<file path="src/rtl/stream_pattern_tester.sv">
// Pattern generator (TX) and locking checker (RX) for 245-FIFO stream ports.
// Optional macro STREAM_TESTER_ERR_INJECT_EN adds inject_err (bit0 flip on next TX word).
module stream_pattern_tester #(
    parameter int TX_DW    = 64,
    parameter int RX_DW    = 8,
    parameter int CNT_W    = 32,
    parameter int LED_HOLD = 50000000,
    parameter int RESYNC   = 4
) (
    input  logic             clk,
    input  logic             rst,
    input  logic             enable,
    input  logic [1:0]       mode,
`ifdef STREAM_TESTER_ERR_INJECT_EN
    input  logic             inject_err,
`endif
    output logic             tx_valid,
    input  logic             tx_ready,
    output logic [TX_DW-1:0] tx_data,
    input  logic             rx_valid,
    output logic             rx_ready,
    input  logic [RX_DW-1:0] rx_data,
    output logic             locked,
    output logic             err_led,
    output logic [CNT_W-1:0] err_cnt,
    output logic [CNT_W-1:0] tx_cnt,
    output logic [CNT_W-1:0] rx_cnt
);

    localparam int HW = ($clog2(LED_HOLD + 1) > 0) ? $clog2(LED_HOLD + 1) : 1;

    typedef enum logic [1:0] {TX_IDLE, TX_RUN, TX_DRAIN} tx_st_e;
    typedef enum logic [1:0] {RX_IDLE, RX_HUNT, RX_LOCK} rx_st_e;

    function automatic logic [TX_DW-1:0] tx_seed(input logic [1:0] m);
        case (m)
            2'd2:    tx_seed = TX_DW'(1);
            2'd3:    tx_seed = {(TX_DW/8){8'hA5}};
            default: tx_seed = '0;
        endcase
    endfunction

    function automatic logic [TX_DW-1:0] tx_next(input logic [1:0] m,
                                                 input logic [TX_DW-1:0] x);
        case (m)
            2'd0:    tx_next = x + TX_DW'(1);
            2'd1:    tx_next = x - TX_DW'(1);
            2'd2:    tx_next = (x == '0) ? TX_DW'(1)
                                         : {x[TX_DW-2:0], x[TX_DW-1]};
            default: tx_next = {(TX_DW/8){8'hA5}};
        endcase
    endfunction

    function automatic logic [RX_DW-1:0] rx_next(input logic [1:0] m,
                                                 input logic [RX_DW-1:0] x);
        case (m)
            2'd0:    rx_next = x + RX_DW'(1);
            2'd1:    rx_next = x - RX_DW'(1);
            2'd2:    rx_next = (x == '0) ? RX_DW'(1)
                                         : {x[RX_DW-2:0], x[RX_DW-1]};
            default: rx_next = {(RX_DW/8){8'hA5}};
        endcase
    endfunction

    // ---------------- TX side ----------------
    tx_st_e             tx_st_q, tx_st_d;
    logic [1:0]         tx_mode_q, tx_mode_d;
    logic [TX_DW-1:0]   tx_data_q, tx_data_d;
    logic [CNT_W-1:0]   tx_cnt_q, tx_cnt_d;
    logic               tx_hs;
    logic               inj_q, inj_d;

    assign tx_valid = (tx_st_q != TX_IDLE);
    assign tx_hs    = tx_valid & tx_ready;
    assign tx_cnt   = tx_cnt_q;
    assign tx_data  = tx_data_q ^ TX_DW'(inj_q);

    // TX next-state: sequence advances on handshake, valid never drops without one
    always_comb begin
        tx_st_d   = tx_st_q;
        tx_mode_d = tx_mode_q;
        tx_data_d = tx_data_q;
        tx_cnt_d  = tx_cnt_q;
        if (tx_hs) begin
            tx_data_d = tx_next(tx_mode_q, tx_data_q);
            tx_cnt_d  = tx_cnt_q + CNT_W'(1);
        end
        case (tx_st_q)
            TX_IDLE: begin
                if (enable) begin
                    tx_st_d   = TX_RUN;
                    tx_mode_d = mode;
                    tx_data_d = tx_seed(mode);
                    tx_cnt_d  = '0;
                end
            end
            TX_RUN: begin
                if (!enable) tx_st_d = tx_hs ? TX_IDLE : TX_DRAIN;
            end
            TX_DRAIN: begin
                if (tx_hs) tx_st_d = TX_IDLE;
            end
            default: tx_st_d = TX_IDLE;
        endcase
    end

    // Injection flag: armed by a pulse, consumed by the next handshake
    always_comb begin
        inj_d = inj_q;
`ifdef STREAM_TESTER_ERR_INJECT_EN
        if (tx_hs && inj_q) inj_d = 1'b0;
        else if (inject_err) inj_d = 1'b1;
`endif
    end

    // TX state registers
    always_ff @(posedge clk) begin
        if (rst) begin
            tx_st_q   <= TX_IDLE;
            tx_mode_q <= 2'd0;
            tx_data_q <= '0;
            tx_cnt_q  <= '0;
            inj_q     <= 1'b0;
        end else begin
            tx_st_q   <= tx_st_d;
            tx_mode_q <= tx_mode_d;
            tx_data_q <= tx_data_d;
            tx_cnt_q  <= tx_cnt_d;
            inj_q     <= inj_d;
        end
    end

    // ---------------- RX side ----------------
    rx_st_e             rx_st_q, rx_st_d;
    logic [1:0]         rx_mode_q, rx_mode_d;
    logic [RX_DW-1:0]   exp_q, exp_d;
    logic [CNT_W-1:0]   err_cnt_q, err_cnt_d;
    logic [CNT_W-1:0]   rx_cnt_q, rx_cnt_d;
    logic [7:0]         miss_q, miss_d;
    logic [HW-1:0]      hold_q, hold_d;
    logic               rx_ready_q, locked_q, err_led_q;
    logic               rx_acc;

    assign rx_ready = rx_ready_q;
    assign rx_acc   = rx_valid & rx_ready_q;
    assign locked   = locked_q;
    assign err_led  = err_led_q;
    assign err_cnt  = err_cnt_q;
    assign rx_cnt   = rx_cnt_q;

    // RX next-state: lock on first word, check, reseed from every received word
    always_comb begin
        rx_st_d   = rx_st_q;
        rx_mode_d = rx_mode_q;
        exp_d     = exp_q;
        err_cnt_d = err_cnt_q;
        rx_cnt_d  = rx_cnt_q;
        miss_d    = miss_q;
        hold_d    = (hold_q != '0) ? hold_q - HW'(1) : hold_q;
        case (rx_st_q)
            RX_IDLE: begin
                if (enable) begin
                    rx_st_d   = RX_HUNT;
                    rx_mode_d = mode;
                    err_cnt_d = '0;
                    rx_cnt_d  = '0;
                    miss_d    = '0;
                end
            end
            RX_HUNT: begin
                if (rx_acc) begin
                    rx_st_d  = RX_LOCK;
                    exp_d    = rx_next(rx_mode_q, rx_data);
                    rx_cnt_d = rx_cnt_q + CNT_W'(1);
                end
            end
            RX_LOCK: begin
                if (rx_acc) begin
                    rx_cnt_d = rx_cnt_q + CNT_W'(1);
                    exp_d    = rx_next(rx_mode_q, rx_data);
                    if (rx_data == exp_q) begin
                        miss_d = '0;
                    end else begin
                        if (err_cnt_q != '1) err_cnt_d = err_cnt_q + CNT_W'(1);
                        hold_d = HW'(LED_HOLD);
                        if (miss_q + 8'd1 == 8'(RESYNC)) begin
                            rx_st_d = RX_HUNT;
                            miss_d  = '0;
                        end else begin
                            miss_d = miss_q + 8'd1;
                        end
                    end
                end
            end
            default: rx_st_d = RX_IDLE;
        endcase
        if (rx_st_q != RX_IDLE && !enable) rx_st_d = RX_IDLE;
    end

    // RX state registers; ready rises on the first cycle out of reset
    always_ff @(posedge clk) begin
        if (rst) begin
            rx_st_q    <= RX_IDLE;
            rx_mode_q  <= 2'd0;
            exp_q      <= '0;
            err_cnt_q  <= '0;
            rx_cnt_q   <= '0;
            miss_q     <= '0;
            hold_q     <= '0;
            rx_ready_q <= 1'b0;
            locked_q   <= 1'b0;
            err_led_q  <= 1'b0;
        end else begin
            rx_st_q    <= rx_st_d;
            rx_mode_q  <= rx_mode_d;
            exp_q      <= exp_d;
            err_cnt_q  <= err_cnt_d;
            rx_cnt_q   <= rx_cnt_d;
            miss_q     <= miss_d;
            hold_q     <= hold_d;
            rx_ready_q <= 1'b1;
            locked_q   <= (rx_st_d == RX_LOCK);
            err_led_q  <= (hold_d != '0);
        end
    end

endmodule

</file>
<file path="config.mk">
export PLATFORM = sky130hd
export DESIGN_NAME = stream_pattern_tester
export DESIGN_NICKNAME = d
export VERILOG_FILES = /design/src/rtl/stream_pattern_tester.sv
export SDC_FILE = /design/constraint.sdc
export NUM_CORES = 1
export LEC_CHECK = 0
export CORE_UTILIZATION = 35
export CTS_CLUSTER_SIZE = 12
export DETAILED_ROUTE_END_ITERATION = 10
export MAX_ROUTING_LAYER = met4
export PLACE_DENSITY = 0.55
export SLEW_MARGIN = 40
export SYNTH_ARGS = -nofsm -noshare
export SYNTH_HDL_FRONTEND = slang
export SYNTH_SLANG_ARGS = --single-unit
</file>
<file path="constraint.sdc">
create_clock -name clk -period 10.7 [get_ports clk]
set_input_delay 2.14 -clock clk [delete_from_list [all_inputs] [get_ports clk]]
set_output_delay 2.14 -clock clk [all_outputs]
set_load 0.01 [all_outputs]
</file>
After elaboration in Yosys (flattened, before gate mapping) --
Index checks and enable logic that the tools add are counted.
Storage, ports and cells: register bits after elaboration 213, bits of input ports 15, output and inout bits 164
Cells by class: add/sub/neg operators 9, equality and inequality tests 22, mux-type cells 40, bitwise logic cells 2, reduce and logical (&&, ||, !) cells 22
Operators by type and width (number):
- $mux 32 | 8
- $mux 64 | 4
- $pmux 64 s3 | 1
- $pmux 32 s2 | 2
- $pmux 64 s2 | 1
- $mux 26 | 4
- $add 32x1->32 const B | 3
- $add 64x1->64 const B | 1
- $logic_not 64->1 | 1
- $sub 64x1->64 const B | 1
- $reduce_bool 26->1 | 2
- $mux 8 | 5
- $ne 32x32->1 const B | 1
- $sub 26x1->26 const B | 1
- $pmux 8 s3 | 1
- $mux 2 | 10
- $add 8x1->8 const B | 2
- $pmux 8 s2 | 1
- $eq 2x2->1 const B | 7
- $ne 2x2->1 const B | 7
- $pmux 2 s3 | 2
- $reduce_and 3->1 | 3
- $eq 2x1->1 const B | 4
- $eq 8x3->1 const B | 1
- other kinds (13) | 22

Longest topological paths before layout --
depth in word-level cells 8, depth in mapped cells 20, depth with buffers taken out 12

Worst setup path before layout --
Ideal clock, no wire load.
path type register -> register, from register tx_mode_q[0], to register tx_data_q[58], library setup time 139 ps, data arrival time 4353 ps, required time 10561 ps, slack 6208 ps, cell stages (with the launch flop) 21, buffers on the path 8, period minus slack after synthesis 4492 ps, path through dfxtp_1 > buf_4 > nand2b_1 > buf_2 > buf_2 > buf_2 > buf_1 > buf_1 > clkbuf_1 > xnor2_1 > ha_1 > clkbuf_1 > and3_1 > nand4_1 > a222oi_1 > o211ai_1 > a21oi_1 > a21oi_1 > and3_1 > o31ai_1 > nand4_1
Between the ends: word-level cells in the longest chain between the ends 5, elaborated cells between the ends (all ways) 7, those cells by class eq/ne: 2; mux: 4; reduce/logical: 1
Ends and longest elaborated chain:
- start: declaration | line 67 | logic [1:0] tx_mode_q, tx_mode_d;
- start signal: assignment | line 126 | tx_mode_q <= tx_mode_d;
- $eq 2x2->1, or another cell as far along | line 45 | case (m)
- $pmux 64 s3 (*) | line 45
- $mux 64 (*) | line 84 | if (tx_hs) begin
- $mux 64 | line 90 | if (enable) begin
- $mux 64 (*) | line 88 | case (tx_st_q)
- end signal: assignment | line 127 | tx_data_q <= tx_data_d;
- end: declaration | line 68 | logic [TX_DW-1:0] tx_data_q, tx_data_d;
Mark *: on every way between the ends. The rest lies on a longest branch, timed or not. A chain may end at the register's enable or synchronous reset.

Worst setup path in the final report --
from input tx_ready, to register tx_cnt_q[31], in the netlist tx_cnt[31]
Between the ends: word-level cells in the longest chain between the ends 4
Ends and longest elaborated chain:
- start: declaration | line 18 | input logic tx_ready,
- $and 1x1->1 (*) | line 74 | assign tx_hs = tx_valid & tx_ready;
- $mux 32 (*) | line 84
- $mux 32 | line 90
- $mux 32 (*) | line 88
- end signal: assignment | line 128 | tx_cnt_q <= tx_cnt_d;
- end: declaration | line 69 | logic [CNT_W-1:0] tx_cnt_q, tx_cnt_d;
Marked as above.

==> reports/summary.txt <==
Status = completed
PwrDens = 145 mW/mm^2
Syn nets = 2085
Max-cap violations = 0
Mapped cell area = 0.0149 mm^2
Die X = 208 um
Sequential Area = 0.00427 mm^2
Nets = 2156
Avg Vias per Cell = 5.91
Setup TNS = 0 ns
Commonest non-fill, non-tap cell in the layout = nor2_1
Final Hold Viols = 0
Average wire per standard cell = 19.2 um
Sequential power share = 36.0%
Final Critical Period = 4.62 ns
Hold Worst Slack = 0.477 ns
Max Clock Freq = 216 MHz
Final count of pins violating max slew = 0
Via count = 15800
Clock Power Share = 37.5%
Largest net degree at the start of global routing = 80
Top_reg_cell synth = dfxtp_1
Post-synth ARST share = 0%
# diodes = 0
Starting Density = 35.5%
TritonCTS Buffers = 27
Gpl congestion = 0.906
Min-delay worst type = flop to flop
Max Fanout on Critical Path = 28
Peak VDD IR = 0.000144 V
Synth Instances = 2050
Synth Register Bits = 213
CTS hold repair buffers = 0
Synth-to-Final Area Change = 20.3%
CP Data Required Time = 11.19 ns
Antenna-violating nets left = 0
Worst setup SP type = input pin
Pre-antenna DRT Iters = 5
Synth area leaders = dfxtp_1 (29%), nor2_1 (6.9%), nand2_1 (5.2%), xor2_1 (4.2%), a21oi_1 (4.0%)
Logic pwr share = 26.5%
Final WL = 51500 um
H-Tree Depth = 1
Crit end category = flop
Seq/Total Area, Yosys = 28.6%
Rows = 75
Sw Share = 34.0%
Max-slew headroom = 35.1%
Synth unique cells = 82
Setup-failing EPs final = 0
Gr ovfl total = 0
DR iter-0 viols = 1298
Cell taking the most area after synthesis = dfxtp_1
Crit path DAT = 5.11 ns
Multi-input logic area = 0.0100 mm^2
Pint = 1.71 mW
DRC = 0
Clock latency on the worst-skew pair = 0.57 ns
Core box area = 0.0419 mm^2
Number of synthesized flops with an enable pin = 0
Part of the cycle the worst path needs = 43.2%
Commonest non-fill, non-tap cells in the layout = nor2_1 (271), dfxtp_1 (212), nand2_1 (206)
Post-CTS Setup Bufs = 0
WS Path Type = input pin to flop
Layout fillers = 4306
Die Area = 0.0434 mm^2
Reg clk slew, reported paths = 0.06 ns
YS warnings = 0
Initial antenna violation count = 0
TritonCTS clock tree = done
Clock skew = 0.00961 ns
CTS root buf = clkbuf_16
Worst-Margin Slew = 0.973 ns
Port Buffer Count = 178
Deepest clock path buffer count = 3
Global-route wire length before repair = 83300 um
Syn Area/Cell = 7.27 um^2
Share of layout cells above drive strength 1 = 5.79%
Global Route Usage Sum = 24.0%
Yosys top cell area share = 28.6%
# IOs = 179
Post-route insts no fill = 2679
Die Span Y = 208 um
Post-CTS resize count = 0
Unrepaired setup endpoints after global routing = false
Placed cells = 2631
P_leak = 6.27 nW
Net Sw Power = 0.884 mW
Clk sinks = 213
Vias in the first global route = 14900
Detail Placement HPWL = 35300 um
## state kept, by name, summed over array words and instances, names as in the netlist
name / cells
tx_data_q: 64
hold_q: 26
rx_cnt: 32
miss_q: 8
exp_q: 8
rx_st_q: 2
tx_cnt: 32
err_cnt: 32
rx_mode_q: 2
locked: 1
rx_ready: 1
tx_mode_q: 2
tx_st_q: 2
err_led: 1
## power groups by stage
stage | clock network (mW) | registers [mW] | logic [mW]
3_3_place_gp | 0 | 0.947 | 0.667
3_5_place_dp | 0 | 0.950 | 0.673
6_report | 0.974 | 0.935 | 0.687
2_1_floorplan | 0 | 0.910 | 0.527
5_1_grt | 1.03 | 0.944 | 0.767
4_1_cts | 1.00 | 0.933 | 0.680
## cells in the mapped netlist, drive strengths merged (17+ instances only)
| master | n |
|---|---|
| xor2 | 72 |
| inv | 31 |
| a211oi | 17 |
| o41ai | 17 |
| nor3b | 17 |
| buf | 22 |
| clkbuf | 133 |
| a31oi | 27 |
| nand3 | 79 |
| xnor2 | 64 |
| nor3 | 73 |
| mux2i | 30 |
| or3 | 54 |
| and3 | 51 |
| dfxtp | 213 |
| a22oi | 26 |
| nor2 | 273 |
| a21oi | 120 |
| o21ai | 97 |
| nand4 | 50 |
| nand2 | 208 |
| and2 | 32 |
| nor4 | 54 |
| o31ai | 17 |
| ha | 19 |
## logic make-up after synthesis
kind of cell / synth area share (%)
adders and majority gates: 1.73
muxes: 2.85
DFF: 28.6
buffers and inverters: 4.75
xor gates and xnor gates: 7.99
AOI/OAI and AO/OA: 21.5
and+or+nand+nor: 32.6
## through the flow
step	total power, mW	area (um^2)	worst slack (ns)	util, %
final	2.60	17900	6.08	42.8
after global routing	2.75	17900	5.77	42.8
after CTS	2.61	17900	6.10	42.7
after detailed placement	1.62	17000	5.45	40.5
after global placement	1.61	16900	5.54	40.4
after floorplan	1.44	14900	6.21	-
## layout make-up
class                           count  area share (%)
Multi-Input combinational cell   1651            55.9
Inverter                           31           0.649
Tap cell                          539            3.76
Timing Repair Buffer              197            10.7
Clock buffer                       39            4.30
Sequential cell                   213            23.8
Clock inverter                      9           0.893
## path summary, 6_finish.rpt
kind | slack [ns] | startpoint | endpoint | cells past startpoint
setup / recovery | 6.08 | tx_ready | tx_cnt[31] | 10
hold / removal | 0.48 | hold_q[16] | hold_q[16] | 2
setup reg to reg | 6.14 | tx_mode_q[1] | tx_data_q[42] | 12
hold reg to reg | 0.48 | hold_q[16] | hold_q[16] | 2
## layer usage
layer	track usage, %	up-vias	part of all wire (%)
li1	-	7662	-
met1	32.1	7598	46
met2	37.9	512	46
met3	3.15	67	6.4
met4	6.05	0	2.0
met5	-	-	0
## critical path, cell delays in order
cell and delay [ns]:
clkdlybuf4s50_1 0.56, o21a_2 0.56, nand4_1 0.25, nor2_1 0.25, and2_1 0.20, nor2b_1 0.24
and3_1 0.25, nand2b_1 0.13, or3_1 0.36, a21oi_1 0.15
Power figures use the tool's default switching activity.
==> RTL edit, RTL diff (same flow settings) <==
Re-encode `rx_st_e` (3 values) as one-hot, 3 bits wide.
--- a/src/rtl/stream_pattern_tester.sv
+++ b/src/rtl/stream_pattern_tester.sv
@@ -31,5 +31,5 @@
 
     typedef enum logic [1:0] {TX_IDLE, TX_RUN, TX_DRAIN} tx_st_e;
-    typedef enum logic [1:0] {RX_IDLE, RX_HUNT, RX_LOCK} rx_st_e;
+    typedef enum logic [2:0] {RX_IDLE = 3'b001, RX_HUNT = 3'b010, RX_LOCK = 3'b100} rx_st_e;
 
     function automatic logic [TX_DW-1:0] tx_seed(input logic [1:0] m);
Function: no difference found for any inputs over 4 cycles, from zero or initial values and one cycle with rst high; so few cycles prove little.
==> RTL edit against the unedited design <==
Setup slack barely moved. Synthesized area up 0.16%. Register-to-register slack gained 0.23 ns. Sequential power up 1%. Sequential cell count is 1 higher. Worst hold slack improved by 0.0024 ns. Global-route usage shrank 0.52 points. Cell area is 0.50% lower. Total power grew 2.3%. Routed wire length increased by 0.50%. Largest cell class unchanged. Largest power group unchanged.
==> RTL edit: results (changes against the unedited design) <==
stage;metric;value;unit;change
status;status;finished clean;;unchanged
synthesis;syn_nets;2100;;was 2,085
setup_path;r2r_start;tx_mode_q[1];;unchanged
routing;drt-initial-drc-count;1321;;was 1,298
synthesis;ys_types;96;;was 82
setup_path;crit_slowest_cell;nand2_1;;was clkdlybuf4s50_1
clock_tree;postCtsSetupBuffers;0;;unchanged
synthesis;synthTopCellsByCount;285 x nor2_1, 214 x dfxtp_1, 208 x nand2_1, 129 x clkbuf_1, 121 x a21oi_1;;was 273 x nor2_1, 213 x dfxtp_1, 208 x nand2_1, 133 x clkbuf_1, 120 x a21oi_1
setup_path;crit_end;err_led;;was tx_cnt[31]
timing;skew;0.0173;ns;was 0.00961 ns
setup_path;r2r-end;tx_data_q[45];;was tx_data_q[42]
global_routing;antenna_found_initial;1;;was 0
worst_hold_path;min_delay_path_depth;1;;was 2
routing;vias_per_cell;5.86;;was 5.91
routing;drtPass1Iterations;6;;was 5
setup_path;crit_path_max_incr_delay;0.61;ns;was 0.56 ns
clock_tree;clock_latency;0.58;ns;
global_routing;met1_usage;31.8;%;was 32.1%
clock_tree;htreeDepth;1;;unchanged
cells_and_area;drive_above_1_share;6.23;%;was 5.79%
worst_hold_path;hold-path-endpoint;tx_st_q[0];;was hold_q[16]
worst_hold_path;hold_start;tx_st_q[1];;was hold_q[16]
synthesis;yosysWarnings;0;;unchanged
setup_path;crit_start;rx_data[0];;was tx_ready
cells_and_area;nets;2160;;was 2,156
placed_design;dpl.cell_count;2640;;was 2,631
placed_design;dp_hpwl;35500;um;was 35,300 um
synthesis;ys_async_sr_fraction;0;%;unchanged
placed_design;portBuffers;178;;unchanged
power_and_ir_drop;ir_worst_vdd;0.000117;V;was 0.000144 V
timing;worst_slew_pin_slew;0.811;ns;was 0.973 ns
synthesis;synth.area.top_cells;dfxtp_1 29%, nor2_1 7.2%, nand2_1 5.2%;;was dfxtp_1 29%, nor2_1 6.9%, nand2_1 5.2%
global_routing;met2_usage;34.5;%;was 37.9%
routing;vias;15800;;about the same
global_routing;grt_max_degree;79;;was 80
global_routing;grt_usage;23.5;%;was 24.0%
clock_tree;cts.path.max_buffers;3;;unchanged
synthesis;syn_avg_cell_area;7.21;um2;was 7.27 um2
routing;finalWirelength;51700;um;was 51,500 um
global_routing;grt_use_met3;5.40;%;was 3.15%
setup_path;r2r_slack;6.37;ns;was 6.14 ns
global_routing;grt_pass1_vias;14500;;was 14,900
setup_path;worst-path-max-fanout;24;;was 28
power_and_ir_drop;p_leak;6.12;nW;was 6.27 nW
setup_path;r2r_cells;11;;was 12
synthesis;ys_seq_area_share;28.7;%;was 28.6%
global_routing;grt_pass1_wl;81000;um;was 83,300 um
placed_design;finalWeightedCongestion;0.918;;was 0.906
placed_design;dpl_cell_area;16900;um2;was 17,000 um2
## RTL edit: changes by cell type after synthesis, sizes merged, moves of 11 or more
cell    unedited run  this run
a222oi            16         5
nor2             273       285
nor3              73       102
buf               22        35
o22ai              6        20
o21ai             97       112
## RTL edit: where the power goes
group          total, mW  switching (mW)  internal, mW
logic              0.741           0.428         0.312
clock network      0.972           0.390         0.582
registers          0.944          0.0896         0.855
## RTL edit: through the flow
step / worst slack [ns] / hold slack [ns]
after global placement: 5.49 / 0.466
after CTS: 6.06 / 0.472
after floorplan: 6.37 / 0.443
after detailed placement: 5.46 / 0.463
after global routing: 5.88 / 0.499
final: 6.08 / 0.480
## RTL edit: logic make-up after synthesis
kind of cell / share of synthesized area, %
simple gates: 32.8
mux: 2.63
fa+ha+maj: 1.31
flops: 28.7
compound gates: 21.2
buf+inv: 5.11
xor+xnor: 8.26
## RTL edit: area by class of cell
class                           instances  area (um2)
Tap cell                              539         674
Inverter                               26        97.6
Sequential cell                       214        4290
Antenna cell                            1        2.50
Clock buffer                           33         728
Fill cell                            4360       24200
Multi-Input combinational cell       1666        9950
Timing Repair Buffer                  195        1910
Clock inverter                         16         201
## RTL edit: routing by layer
layer | share of wire (%) | vias up
li1 | - | 7648
met1 | 46 | 7461
met2 | 43 | 553
met3 | 8.5 | 100
met4 | 2.6 | 0
met5 | 0 | -
## RTL edit: worst reg2reg max path: stages, from the launching register on
cell       delay [ns]
dfxtp_2          0.31
nand2b_4         0.37
inv_2            0.33
buf_4            0.63
nand2_1          0.25
a2111oi_0        0.61
a21oi_1          0.19
a211oi_1         0.61
nor2_1           0.16
a211oi_1         0.29
mux2_2           0.36
a21oi_1          0.14
